==> config.mk <==
export PLATFORM = sky130hd
export DESIGN_NAME = smbus_tx_sequencer
export DESIGN_NICKNAME = d
export VERILOG_FILES = /design/src/rtl/smbus_tx_sequencer.sv
export SDC_FILE = /design/constraint.sdc
export NUM_CORES = 1
export LEC_CHECK = 0
export BUFFER_PORTS_ARGS = -buffer_cell sky130_fd_sc_hd__clkbuf_2
export CORE_ASPECT_RATIO = 1.1
export CORE_MARGIN = 3
export CORE_UTILIZATION = 25
export DETAILED_ROUTE_END_ITERATION = 7
export SYNTH_ARGS = -nofsm -noshare
export SYNTH_HDL_FRONTEND = slang
export SYNTH_SLANG_ARGS = --single-unit
==> constraint.sdc <==
create_clock -name clk -period 2.7 [get_ports clk]
set_input_delay 0.135 -clock clk [delete_from_list [all_inputs] [get_ports clk]]
set_output_delay 0.135 -clock clk [all_outputs]
set_load 0.02 [all_outputs]
==> src/rtl/smbus_tx_sequencer.sv <==
// smbus_tx_sequencer: drains a TX FIFO into an SMBus byte engine, one byte per handshake.
// Ports: clk/rst; start/xfer_len/abort (control); fifo_* (TX FIFO pop side); byte_* (engine side);
//        busy/done/error/err_code/bytes_sent (status).
// Latency: start -> first byte_valid 2 cycles; ACK -> next byte_valid 2 cycles (non-empty FIFO).
// Backpressure: a byte is held on byte_data until byte_ready; an empty FIFO stalls FETCH until STALL_TIMEOUT.
module smbus_tx_sequencer #(
    parameter int DATA_WIDTH    = 8,
    parameter int LEN_WIDTH     = 8,
    parameter int STALL_TIMEOUT = 1024
) (
    input  logic                  clk,
    input  logic                  rst,
    input  logic                  start,
    input  logic [LEN_WIDTH-1:0]  xfer_len,
    input  logic                  abort,
    output logic                  fifo_rd_en,
    input  logic [DATA_WIDTH-1:0] fifo_rd_data,
    input  logic                  fifo_empty,
    output logic                  byte_valid,
    output logic [DATA_WIDTH-1:0] byte_data,
    input  logic                  byte_ready,
    input  logic                  byte_nack,
    output logic                  busy,
    output logic                  done,
    output logic                  error,
    output logic [1:0]            err_code,
    output logic [LEN_WIDTH-1:0]  bytes_sent
);

    // The stall counter only ever needs to reach STALL_TIMEOUT-1.
    localparam int STALL_W = (STALL_TIMEOUT > 1) ? $clog2(STALL_TIMEOUT) : 1;
    localparam logic [STALL_W-1:0] STALL_LAST = STALL_W'(STALL_TIMEOUT - 1);

    localparam logic [1:0] ERR_NONE     = 2'b00;
    localparam logic [1:0] ERR_NACK     = 2'b01;
    localparam logic [1:0] ERR_UNDERRUN = 2'b10;
    localparam logic [1:0] ERR_ABORT    = 2'b11;

    typedef enum logic [2:0] {
        S_IDLE,
        S_FETCH,
        S_SEND,
        S_DONE,
        S_ERR
    } state_t;

    state_t                state_q, state_d;
    logic [LEN_WIDTH-1:0]  len_q, len_d;
    logic [LEN_WIDTH-1:0]  sent_q, sent_d;
    logic [LEN_WIDTH-1:0]  sent_inc;
    logic [STALL_W-1:0]    stall_q, stall_d;
    logic [DATA_WIDTH-1:0] data_q, data_d;
    logic [1:0]            code_q, code_d;
    logic                  rd_en;

    assign sent_inc = sent_q + LEN_WIDTH'(1);

    always_ff @(posedge clk) begin
        if (rst) begin
            state_q <= S_IDLE;
            len_q   <= '0;
            sent_q  <= '0;
            stall_q <= '0;
            data_q  <= '0;
            code_q  <= ERR_NONE;
        end else begin
            state_q <= state_d;
            len_q   <= len_d;
            sent_q  <= sent_d;
            stall_q <= stall_d;
            data_q  <= data_d;
            code_q  <= code_d;
        end
    end

    always_comb begin
        state_d = state_q;
        len_d   = len_q;
        sent_d  = sent_q;
        stall_d = '0;
        data_d  = data_q;
        code_d  = code_q;
        rd_en   = 1'b0;

        case (state_q)
            S_IDLE: begin
                if (start) begin
                    len_d   = xfer_len;
                    sent_d  = '0;
                    code_d  = ERR_NONE;
                    state_d = (xfer_len == '0) ? S_DONE : S_FETCH;
                end
            end
            S_FETCH: begin
                // Abort outranks both the pop and the stall timeout.
                if (abort) begin
                    code_d  = ERR_ABORT;
                    state_d = S_ERR;
                end else if (!fifo_empty) begin
                    rd_en   = 1'b1;
                    data_d  = fifo_rd_data;
                    state_d = S_SEND;
                end else if (stall_q == STALL_LAST) begin
                    code_d  = ERR_UNDERRUN;
                    state_d = S_ERR;
                end else begin
                    stall_d = stall_q + STALL_W'(1);
                end
            end
            S_SEND: begin
                // An aborted in-flight byte is not counted even if ACKed this cycle.
                if (abort) begin
                    code_d  = ERR_ABORT;
                    state_d = S_ERR;
                end else if (byte_ready) begin
                    if (byte_nack) begin
                        code_d  = ERR_NACK;
                        state_d = S_ERR;
                    end else begin
                        // sent_q < len_q here, so the increment can never wrap.
                        sent_d  = sent_inc;
                        state_d = (sent_inc == len_q) ? S_DONE : S_FETCH;
                    end
                end
            end
            S_DONE:  state_d = S_IDLE;
            S_ERR:   state_d = S_IDLE;
            default: state_d = S_IDLE;
        endcase
    end

    // Gate the pop with rst so a reset landing in FETCH never consumes a byte.
    assign fifo_rd_en = rd_en & ~rst;
    assign byte_valid = (state_q == S_SEND);
    assign byte_data  = data_q;
    assign busy       = (state_q == S_FETCH) || (state_q == S_SEND);
    assign done       = (state_q == S_DONE);
    assign error      = (state_q == S_ERR);
    assign err_code   = code_q;
    assign bytes_sent = sent_q;

endmodule
# Word-level counts from Yosys, hierarchy flattened
# Index checks and enable logic that the tools add are counted.
[totals]
latch_bits = 0
mem_bits_ro = 0
out_inout_bits = 23
n_memories = 0
reg_bits = 39
mem_bits_rw = 0
[op_classes]
n_mul = 0
n_div = 0
n_mux = 26
bitwise_logic = 5
n_eq_ne = 15
n_addsub = 2
n_lt_le_gt_ge = 0
reduce_logical = 11
shifts = 0
[op_table]
columns = ["op", "n"]
rows = [
  ["2-to-1 mux 8 bit", 4],
  ["2-to-1 mux 3 bit", 7],
  ["2-to-1 mux 2 bit", 9],
  ["one-hot mux 8 bit (2 select lines)", 1],
  ["adder 10 x 1 -> 10 bit, second input constant", 1],
  ["== test 10 bit, second input constant", 1],
  ["one-hot mux 3 bit (3 select lines)", 1],
  ["adder 8 x 1 -> 8 bit, second input constant", 1],
  ["== test 8 bit", 1],
  ["logical NOT 8 bit", 1],
  ["== test 3 x 2 -> 1 bit, second input constant", 2],
  ["inequality test 2 bit, second input constant", 3],
  ["inequality test 3 x 2 -> 1 bit, second input constant", 2],
  ["inequality test 3 bit, second input constant", 2],
  ["one-hot mux 2 bit (3 select lines)", 1],
  ["AND reduction 3 bit", 2],
  ["AND reduction 6 bit", 1],
  ["AND reduction 5 bit", 1],
  ["OR reduction 5 bit", 1],
  ["inequality test 4 bit, second input constant", 1],
  ["NOT 1 bit", 4],
  ["== test 3 x 1 -> 1 bit, second input constant", 1],
  ["== test 3 bit, second input constant", 1],
  ["logical NOT 3 bit", 1],
  ["other kinds (7)", 9],
]

# Logic depth before layout (Yosys ltp)
# Gate-level depths: netlist of the first run.
[logic_depth]
depth_word = 7
depth_mapped = 7
mapped_depth_nobuf = 6

# Least setup slack after synthesis of the first run
# Ideal clock, no wire load.
[synth_path]
kind = "register to register"
start = "register state_q[0]"
end = "register sent_q[3] (netlist: bytes_sent[3])"
n_path_buf = 1
path_stages_with_launch = 6
period_less_slack_ns = 1.869
slack_ns = 0.831
arrival_time_ns = 1.799
t_required_ns = 2.630
path_cell_list = "dfxtp_1 > or4b_4 > or3_1 > buf_6 > or3_1 > a21oi_1"
[synth_via]
elab_chain_len = 3
[synth_rtl]
columns = ["element", "line_no", "source"]
rows = [
  ["from (decl)", "47", "state_t state_q, state_d;"],
  ["from (signal assigned)", "67", "state_q <= state_d;"],
  ["== test 3 x 2 -> 1 bit or logical NOT 3 bit (tied branches)", "85", "case (state_q)"],
  ["inequality test 2 bit (no source line) (tied with other cells)", "-", ""],
  ["AND reduction 5 bit (no source line)", "-", ""],
  ["to (signal assigned)", "69", "sent_q <= sent_d;"],
  ["to (decl)", "49", "logic [LEN_WIDTH-1:0] sent_q, sent_d;"],
]
# Several ways; a longest one is shown, not always the timed one.
# A chain may end at the register's enable or synchronous reset.

# Worst setup path after layout of the first run
[layout_path]
start = "register state_q[0]"
end = "output port fifo_rd_en"
[layout_via]
elab_chain_len = 3
[layout_rtl]
columns = ["element", "line_no", "source"]
rows = [
  ["== test 3 x 1 -> 1 bit", "85", ""],
  ["2-to-1 mux 1 bit", "85", ""],
  ["bitwise AND 1 bit", "133", "assign fifo_rd_en = rd_en & ~rst;"],
  ["to (decl)", "16", "output logic fifo_rd_en,"],
]
# No other way between the ends.

==> results.txt, run 1 <==
The area growth from synthesis to layout is 19.5%, and the filler-free cell count of the finished design is 358. The run gives 0.43 ns as the slack of the worst reg-to-reg path. The critical path goes through nor4b_1 -> and2_1 -> nor2b_1 -> clkbuf_2.

TritonCTS built the clock tree. The number of warnings printed during yosys synthesis is 0, and the slew at the pin closest to its max-slew limit is 0.638 ns. The logs give 5 for the TritonCTS buffer count and 1,688 for the via count. The worst register-to-register path begins at state_q[1]. Combinational logic burns 10.5% of the power. Global routing used 10.6% of the available tracks.

A synthesized cell averages 8.31 µm². The run gives 0 as the number of buffers inserted to repair setup after CTS. The initialized floorplan defines 32 standard-cell rows.

The gate count after technology mapping was 230; the horizontal die dimension was 89.4 µm. The switching share of power was 27.4%. The run gives 0 as the final antenna-violating net count. After synthesis, the share of flip-flops with an asynchronous set or reset is 0%. From bottom edge to top edge, the die measures 97.7 µm. Once the floorplan was initialized, standard cells occupied 26.5% of the core. The worst hold path passes through 3 cells. The worst-case setup slack after placement is 0.464 ns. The critical-path maximum fanout came out at 11. The path with the worst hold slack has its endpoint at len_q[6].

The worst setup path is captured at an output port. Per report_power, the clock group accounts for 36.4% of the total. In the routed design, unresolved DRC markers number 0. In this run the count of I/O pins placed on the die edge is 46.

The number of hold buffers added after CTS was 0. Static timing analysis puts the maximum clock frequency at 433 MHz. In the final routed layout, each cell accounts on average for 12.7 µm. The tools report the pin count of the biggest net entering global routing as 32. On the worst path, the slowest cell contributes a delay of 0.55 ns.

In this run the tool buffered the top-level ports with 45 buffer cells. Setup violations remaining at the end of the flow were counted as 0. The post-synthesis net count is 255.

The final-report hold violation count is 0. The worst setup margin was 0.392 ns; the worst voltage drop across the vdd grid was 222 µV. In this run the power density over the cells is 498 nW/µm². No sink is reached through more buffers than the 2 on the longest clock path. The leakage power summed over all cells is 0.887 nW. The first global-routing pass estimated 7.41 mm of wire. The root buffer cell chosen for the clock tree is clkbuf_8.

The flow ran to the end, and the final reports show no timing, DRC or antenna violations. The number of placed instances, taps included, is 350. Across the run, the number of max-cap violations was 0. The portion of the post-synthesis area used by sequential elements was 40.9%; the clock skew was 0.00791 ns. The max-slew violation count came out at 0. 0 antenna diodes ended up in the layout. Data on the critical path is required at its endpoint by 2.57 ns.

Setup repair after global routing left no endpoint under its margin. In the routed layout, each cell is associated on average with a via count of 4.72. The analysis attributes to net switching a power of 0.312 mW. The worst pin sits at a relative slew slack of 57.4%. The number of H-tree branching levels came out at 2. Synthesis inferred 39 register bits.

The worst register-to-register path ends at bytes_sent[4]. The congestion estimate from routability-driven global placement came to 0.831. The setup path with the least slack is of type reg -> out. After legalization and detailed placement, the total HPWL measured 3.40 mm. The number of library cell types mapped by synthesis is 44. Once layout is complete, the utilization of the core stands at 31.7%. Counting flops with a built-in enable in the synthesized netlist gives 0. The worst path uses 85.5% of the clock period. The final layout contains routed wiring with a total length of 4.54 mm. STA classifies the critical path startpoint as a register. The worst hold path belongs to the class in -> reg. Iteration-0 DRC count of the detailed router: 103. Of the cells placed in the final design, the portion with a size suffix greater than 1 is 22.0%.

The tree built by TritonCTS fans out to 39 sinks. Overall power consumption after layout is estimated at 1.14 mW. For this run the aggregate overflow at the end of global routing stands at 0. The data arrival time of the worst path is 2.17 ns, and the shortest clock period the worst path allows after layout is 2.31 ns. The share of the synthesized area in the top cell type was 40.9%; the number of fill cells in the layout was 769. The number of cells on the worst reg-to-reg path is 4.

After synthesis the cells add up to 1910 µm². Clock-pin slew was measured on the worst setup and hold paths at 0.09 ns. The detailed-router iteration count before antenna repair was 4. Cell type of the slowest stage on the worst timing path: and2_1. Worst-skew pair later-pin latency: 0.29 ns. The core region is 7210 µm². The biggest area contributor in the post-synthesis netlist is dfxtp_1.

In this run, post-CTS repair resized a total of 0 instances. The tools report the proportion of power drawn by flip-flops and latches as 53.1%. The most used flip-flop cell after synthesis is dfxtp_1. The die covers 8730 µm². After synthesis, the cell types taking the most area are dfxtp_1 41%, nor2_1 5.9%, xnor2_1 5.5%. For this run, the post-layout net count is 297.

Adding up every negative setup slack in the final design gives 0 ns. The startpoint of the worst hold path was xfer_len[6]. Cell internal power was estimated by the tool at 0.825 mW.

Number of antenna violations at the first check in global routing: 0. The via count of the first global-routing pass came out at 1,598.
==> power groups by stage <==
| stage | Combinational, mW | Clock, mW | Sequential [mW] |
|---|---|---|---|
| 3_5_place_dp | 0.120 | 0 | 0.618 |
| 4_1_cts | 0.121 | 0.429 | 0.605 |
| 5_1_grt | 0.134 | 0.446 | 0.607 |
| 6_report | 0.119 | 0.414 | 0.604 |
| 2_1_floorplan | 0.0749 | 0 | 0.619 |
| 3_3_place_gp | 0.120 | 0 | 0.617 |
==> registers in the layout (all words and copies together), names as in the netlist <==
signal and cells:
len_q 8, stall_q 10, err_code 2, byte_data 8, bytes_sent 8, state_q 3
==> worst max-delay path by stage <==
stage                           from       endpoint  slack [ns]
after detailed placement  state_q[1]  bytes_sent[4]        0.46
after global placement    state_q[1]  bytes_sent[4]        0.49
after floorplan           state_q[0]  bytes_sent[3]        0.83
after CTS                 state_q[0]     fifo_rd_en        0.34
final                     state_q[0]     fifo_rd_en        0.39
after global routing      state_q[0]     fifo_rd_en        0.18
==> cells in the mapped netlist (3+ instances only) <==
master     n
mux2i_1    8
o21ai_0    9
dfxtp_1   39
clkbuf_1   5
or3_1      4
nor3_1     5
buf_2      4
and4_1     3
a21oi_1   19
a31oi_1    4
and2_1     3
xnor2_1   12
nand2_1   27
xor2_1     8
nor2b_1    3
nand3_1    6
nor2_1    30
inv_1      4
==> worst max-delay path: cells and delay by family, from the launching register on <==
kind,cells,cell delay (ns)
flops,1,0.49
simple gates,3,1.19
buf+inv,1,0.19
==> layer usage <==
layer,GRT usage (%),vias to the layer above,part of all wire [%]
met5,0,-,0
met4,3.09,0,0.97
met3,4.07,4,7.8
met2,16.1,56,45
met1,13.9,748,46
li1,-,880,-
==> layout make-up <==
class	count	area [µm²]	share of cell area, %
clock inverters	3	23.8	1.04
clock buffers	5	68.8	3.01
repair buffers	47	240	10.5
well taps	85	106	4.66
inverters	4	15.0	0.658
flip-flops and latches	39	781	34.2
multi-input cells	175	1050	45.9
==> cells in the final DEF, fill, tap and decap left out, drive strengths merged, types with 4 or more instances in the layout <==
cell type / n
a21oi: 19
a31oi: 4
clkbuf: 50
dfxtp: 39
inv: 5
mux2i: 8
nand2: 27
nand3: 6
nor2: 30
nor3: 5
o21ai: 10
or3: 4
xnor2: 12
xor2: 8
==> per-stage QoR <==
| stage | hold slack (ns) | cell area, µm² |
|---|---|---|
| finish | 0.0655 | 2280 |
| global route | 0.0660 | 2280 |
| CTS | 0.0566 | 2280 |
| detailed placement | 0.377 | 2190 |
| global placement | 0.370 | 2190 |
| floorplan | 0.271 | 1910 |
==> logic make-up (layout without fill, tap and decap cells) <==
logic type	Yosys count	in the layout	synth area share, %
flip-flops	39	39	40.9
buffers and inverters	16	59	4.26
XOR/XNOR	20	20	9.17
AO/OA/AOI/OAI	45	45	13.9
AND/OR/NAND/NOR	99	99	25.7
adder cells (fa/ha/maj)	2	2	1.31
multiplexers	9	9	4.78
Power figures use the tool's default switching activity.
==> inputs of run 2 (changes only) <==
Settings changed: CELL_PAD_IN_SITES_DETAIL_PLACEMENT set to 1, CELL_PAD_IN_SITES_GLOBAL_PLACEMENT set to 1, PLACE_DENSITY_LB_ADDON set to 0.1.
==> run 2 against run 1 <==
Net effect:
- sequential cell count unchanged
- worst hold slack gained 0.014 ns
- combinational power barely moved
- total power up 16%
- critical path depth is the same
- clock skew down 0.0049 ns
- routed wire length is 12% higher
- count of clock-buffer cells in the layout grew 1
- global-route usage rose by 1.8 points
- critical path type unchanged
- largest cell class unchanged
==> results.txt, run 2 (synthesized netlist as in run 1, its figures left out) <==
The flow ran to the end, and the final reports show no timing, DRC or antenna violations. Register containing the most flip-flops in the final layout: stall_q. For the total global routing overflow, the log shows 0 (unchanged). The slew at the pin closest to its max-slew limit was 0.698 ns (+0.0591 ns); the critical-path maximum fanout was 11 (unchanged).

The horizontal die dimension is 89.4 µm (unchanged), and the number of flip-flops under the largest register name is 10 (unchanged). For the sum of negative setup slack, the log shows 0 ns (unchanged). Leaving out fill and tap cells, the most frequent cells in the layout are 45 x clkbuf_2, 39 x dfxtp_1, 30 x nor2_1.

TritonCTS built the clock tree. The endpoint required time on the critical path was 2.57 ns (about the same); the number of antenna violations at the first check in global routing was 0 (unchanged). The TritonCTS sink count is 39 (unchanged). The run gives 2 (unchanged) as the number of H-tree branching levels. From synthesis to final layout, the design area changed by 21.2%. The floorplan row count was 32 (unchanged).

The die outline height came out at 97.7 µm (unchanged). Filler-free cell count of the finished design: 357 (-0.28%). For the detailed-router iteration count before antenna repair, the log shows 4 (unchanged).

The tools report the pin count of the biggest net entering global routing as 32 (unchanged). The global-route usage over all layers came out at 12.4% (+1.8 points). The post-cts repair resize count came out at 0 (unchanged).

The classification of the worst-slack hold path is in -> reg. The count of input and output buffers was 45 (unchanged). The tools report the category of the worst setup path capture point as an output port. The number of DRC violations after detailed routing was 0 (unchanged). The logs give 0 (unchanged) for the number of max-cap violations and 0 (unchanged) for the final-report hold violation count.

The shortest clock period the worst path allows after layout is 2.32 ns (+0.00993 ns), and the final RePlAce weighted congestion is 0.683 (-18%). The overall power consumption was 1.32 mW (+16%). The run gives 2.18 ns (about the same) as the data arrival time of the worst path. Initial cell density of the core: 26.5% (unchanged). The highest clock rate is 431 MHz (-0.43%). The leading cell type in the layout, fill and taps excluded was clkbuf_2. The via count of the first global-routing pass came out at 1,723 (+7.8%). The TritonCTS buffer count is 5 (unchanged), and the final HPWL from detailed placement is 3.81 mm (+12%). The tools report the count of endpoints failing setup in the final report as 0 (unchanged). The tools report the worst max-slew margin expressed relative to the limit as 53.5% (-3.9 points). The share of the clock period used by the worst path was 85.9% (+0.37 points). For the cell count after placement, the log shows 349 (-0.29%). The setup path with the least slack is of type reg -> out. The cts-stage hold buffer count was 0 (unchanged); the ratio of cells with drive above 1 in the final layout was 21.3% (-0.65 points).

The clock slew seen by the registers of the worst setup and hold paths works out to 0.08 ns (about the same). The clock tree root buffer cell is clkbuf_8. The logs give 8730 µm² (unchanged) for the die footprint and 5.09 mm (+12%) for the routed wire length.

Leakage power summed over all cells: 0.906 nW (+2.2%). The wire length per cell after detailed routing is 14.3 µm (+12%), and the number of buffers inserted to repair setup after CTS is 0 (unchanged). The final antenna-violating net count was 0 (unchanged); the via density per instance was 4.88 (+3.5%).

Power density over the cells: 568 nW/µm² (+14%). The run gives 0.29 ns (about the same) as the worst-skew pair later-pin latency. The iteration-0 DRC count of the detailed router was 60 (-42%); the area of the core was 7210 µm² (unchanged). The max-slew violation count is 0 (unchanged), and the count of inserted antenna diode cells is 0 (unchanged).

Setup repair after global routing left no endpoint under its margin. For the cell area after placement, the log shows 2180 µm² (-0.34%). For the first-pass GRT wire length, the log shows 8.58 mm (+16%). The tools report the cell area after layout as 2320 µm² (+1.4%). The via count came out at 1,742 (+3.2%). The worst voltage drop across the vdd grid is 203 µV (-8.3%), and the net count reported at finish is 296 (-0.34%). The number of buffers on the longest clock path came out at 2 (unchanged).

For the final cell utilization of the core, the log shows 32.1% (+0.45 points). The logs give 0.00297 ns (-0.00494 ns) for the clock skew and 46 (unchanged) for the I/O pin count. The worst setup path is launched from a register.
## run 2: cell types whose count changed in the layout (fill, tap and decap cells not counted)
| cell | previous run | this run |
|---|---|---|
| inv_6 | 1 | 0 |
| buf_4 | 2 | 1 |
| bufinv_16 | 0 | 2 |
| clkbuf_1 | 0 | 1 |
| clkinvlp_4 | 2 | 0 |
## run 2: metal layers
metal | vias up | global-route usage [%] | wire length [µm]
met1 | 813 | 16.1 | 2460
li1 | 888 | - | -
met3 | 2 | 3.65 | 304
met4 | 0 | 3.09 | 32
met2 | 39 | 19.9 | 2290
met5 | - | 0 | 0
## run 2: worst max-delay path, cell delays in order, from the launching register on
cell	delay [ns]
dfxtp_1	0.51
nor4b_1	0.42
and2_1	0.58
nor2b_1	0.20
clkbuf_2	0.19
## run 2: cell type report
type / count / area, µm²
multi-input combinational: 175 / 1050
fill: 893 / 4890
tap: 85 / 106
clock buffer: 6 / 72.6
clock inverter: 2 / 60.1
inverter: 4 / 15.0
timing repair buffer: 46 / 233
sequential: 39 / 781
## run 2: power breakdown
part	switching (mW)	internal [mW]
registers	0.0141	0.591
clock network	0.219	0.370
logic	0.0727	0.0490
total	0.306	1.01
## run 2: path summary, 6_finish.rpt
path | cells after the start | slack [ns] | startpoint | endpoint
setup / recovery | 4 | 0.38 | state_q[0] | fifo_rd_en
hold reg to reg | 1 | 0.45 | stall_q[0] | stall_q[0]
hold / removal | 3 | 0.08 | xfer_len[5] | len_q[5]
setup reg to reg | 4 | 0.39 | state_q[1] | bytes_sent[4]
## run 2: through the flow
stage	setup WS [ns]	hold WS, ns
3_3_place_gp	0.456	0.371
4_1_cts	0.312	0.0651
6_report	0.382	0.0790
2_1_floorplan	0.831	0.271
3_5_place_dp	0.425	0.382
5_1_grt	0.142	0.0704
==> inputs of run 3 (changes only) <==
Settings changed: PLACE_DENSITY set to 0.63, PLACE_DENSITY_LB_ADDON 0.1 to not set.
==> run 3 against run 2 <==
Net effect:
- final area is 0.86% lower
- utilization is 0.28 points lower
- global-route usage is 0.71 points lower
- sequential cell count stayed put
- clock skew is 0.0015 ns higher
- total power is 6.9% lower
- die area stayed put
- fmax is 0.52% higher
- non-clock buffer count stayed put
==> results.txt, run 3 (synthesized netlist as in run 1, its figures left out) <==
Peak per-stage delay on the critical path: 0.55 ns (-0.03 ns). The tools report the cell count after placement as 349 (unchanged). Number of DRC violations after detailed routing: 0 (unchanged). The I/O pin count was 46 (unchanged). The tools report the first-pass GRT wire length as 8.12 mm (-5.3%). Floorplan row count: 32 (unchanged). The library cell used most frequently in the layout, excluding fill and tap cells, is clkbuf_2.

For the clock skew, the log shows 0.00449 ns (+0.00152 ns). The area of the core is 7210 µm² (unchanged). The worst-skew pair later-pin latency was 0.29 ns (about the same); the horizontal die dimension was 89.4 µm (unchanged).

The worst setup path is launched from a register. STA classifies the critical path endpoint as an output port. The logs give 896 (+0.34%) for the number of fill cells in the layout and 1,730 (-0.69%) for the via count. The critical-path maximum fanout is 11 (unchanged), and the cts-stage hold buffer count is 0 (unchanged). The logs give 49.4% (+3.4 points) for the proportion of power drawn by flip-flops and latches and 39 (unchanged) for the TritonCTS sink count. Counting flops per register, the top entry is stall_q. The die outline height is 97.7 µm (unchanged), and the number of antenna violations at the first check in global routing is 0 (unchanged). The clock tree root buffer cell is clkbuf_8. The logs give 0 (unchanged) for the total global routing overflow and 11.7% (-0.71 points) for the global-route usage over all layers.

The met2 routed wirelength is 2.16 mm (-5.7%), and the data arrival time of the worst path is 2.17 ns (about the same). The highest clock rate came out at 434 MHz (+0.52%). The initial cell density of the core was 26.5% (unchanged); the filler-free cell count of the finished design was 357 (unchanged). Number of flip-flops under the largest register name: 10 (unchanged). The post-cts repair resize count is 0 (unchanged). For the final RePlAce weighted congestion, the log shows 0.800 (+17%). The tightest min-delay check is of the in -> reg type.

The via density per instance works out to 4.85 (-0.69%). The switching share of power was 25.2% (+2.0 points); the detailed-router iteration count before antenna repair was 4 (unchanged). The run finished with clean final reports. The shortest clock period the worst path allows after layout is 2.31 ns (-0.0120 ns), and the detailed-route wire length on metal 1 is 2.37 mm (-3.7%). The tools report the via count of the first global-routing pass as 1,652 (-4.1%). The die footprint was 8730 µm² (unchanged).

TritonCTS built the clock tree. Count of input and output buffers: 45 (unchanged). In the layout the commonest cells are 45 x clkbuf_2, 39 x dfxtp_1, 30 x nor2_1. The run gives 2.57 ns (about the same) as the endpoint required time on the critical path. The overall power consumption is 1.22 mW (-6.9%), and the count of endpoints failing setup in the final report is 0 (unchanged). Number of buffers on the longest clock path: 2 (unchanged).

The setup path with the least slack is of type reg -> out. The final HPWL from detailed placement is 3.69 mm (-3.0%). Signal routing reaches up to met4.

For the TritonCTS buffer count, the log shows 5 (unchanged). The slew at the pin closest to its max-slew limit is 0.660 ns (-0.0378 ns), and the number of buffers inserted to repair setup after CTS is 0 (unchanged). The logs give 0 (unchanged) for the final-report hold violation count and 0 (unchanged) for the max-slew violation count.

The logs give 32 (unchanged) for the pin count of the biggest net entering global routing and 288 µm (-5.3%) for the total met3 wirelength after detailed routing. Traced cell by cell, the critical path runs through nor4b_1 -> and2_1 -> nor2b_1 -> clkbuf_2. The iteration-0 DRC count of the detailed router was 37 (-38%). The leakage power summed over all cells was 0.899 nW (-0.80%). For the count of inserted antenna diode cells, the log shows 0 (unchanged). The area growth from synthesis to layout is 20.2%, and the relative contribution of combinational cells to total power is 9.8% (+0.5 points).

The ratio of cells with drive above 1 in the final layout was 21.7% (+0.37 points); the number of max-cap violations was 0 (unchanged). The net count reported at finish is 296 (unchanged), and the power density over the cells is 533 nW/µm² (-6.1%). The worst max-slew margin expressed relative to the limit was 56.0% (+2.5 points); the share of the clock period used by the worst path was 85.4% (-0.45 points). The run gives 40.7% (-4.1 points) as the clock share of power.

The net load switching power is 0.309 mW (+1.0%). Cell type of the slowest stage on the worst timing path: and2_1. Setup repair after global routing left no endpoint under its margin. The final hold slack is 0.0699 ns (-0.00907 ns), and the clock slew seen by the registers of the worst setup and hold paths is 0.08 ns (about the same). The internal power was 0.915 mW (-9.3%); the routed wire length was 4.89 mm (-4.1%).

The worst voltage drop across the vdd grid is 244 µV (+20%), and the number of H-tree branching levels is 2 (unchanged). Final antenna-violating net count: 0 (unchanged). The wire length per cell after detailed routing came out at 13.7 µm (-4.1%). For the sum of negative setup slack, the log shows 0 ns (unchanged).
## run 3: cell count changes in the layout (fill, tap and decap cells not counted)
cell       delta
clkinv_2      +1
clkinv_4      +1
clkbuf_1      -1
bufinv_16     -1
## run 3: area by class of cell
type | instances | area, µm² | share of cell area (%)
clock buffer | 5 | 68.8 | 3.00
sequential | 39 | 781 | 34.0
clock inverter | 3 | 43.8 | 1.91
tap | 85 | 106 | 4.63
timing repair buffer | 46 | 233 | 10.1
inverter | 4 | 15.0 | 0.654
multi-input combinational | 175 | 1050 | 45.7
## run 3: path summary, 6_finish.rpt
path                                   from             to  slack, ns  depth (start not counted)
worst max register to register   state_q[1]  bytes_sent[4]       0.40                          4
worst min-delay path            xfer_len[6]       len_q[6]       0.07                          3
worst min register to register   stall_q[0]     stall_q[0]       0.44                          1
worst max-delay path             state_q[0]     fifo_rd_en       0.39                          4
## run 3: layer usage
metal | GRT usage, % | up-vias
li1 | - | 881
met1 | 16.3 | 800
met2 | 17.3 | 43
met3 | 3.31 | 6
met4 | 3.55 | 0
met5 | 0 | -
## run 3: stage by stage
stage	cell area, µm²	utilization, %	setup slack, ns
3_5_place_dp	2180	30.3	0.429
2_1_floorplan	1910	-	0.831
4_1_cts	2300	31.9	0.351
3_3_place_gp	2180	30.3	0.460
6_report	2300	31.9	0.394
5_1_grt	2300	31.9	0.211
## run 3: critical path, delay by kind of cell, from the launching register on
| kind | cells | cell delay [ns] |
|---|---|---|
| flip-flops | 1 | 0.51 |
| AND/OR/NAND/NOR | 3 | 1.18 |
| buffers and inverters | 1 | 0.19 |
## run 3: power groups by stage
stage          clock network (mW)  logic (mW)  registers [mW]
3_3_place_gp                    0       0.122           0.618
6_report                    0.499       0.121           0.605
4_1_cts                     0.512       0.123           0.605
2_1_floorplan                   0      0.0749           0.619
5_1_grt                     0.544       0.136           0.608
3_5_place_dp                    0       0.122           0.618
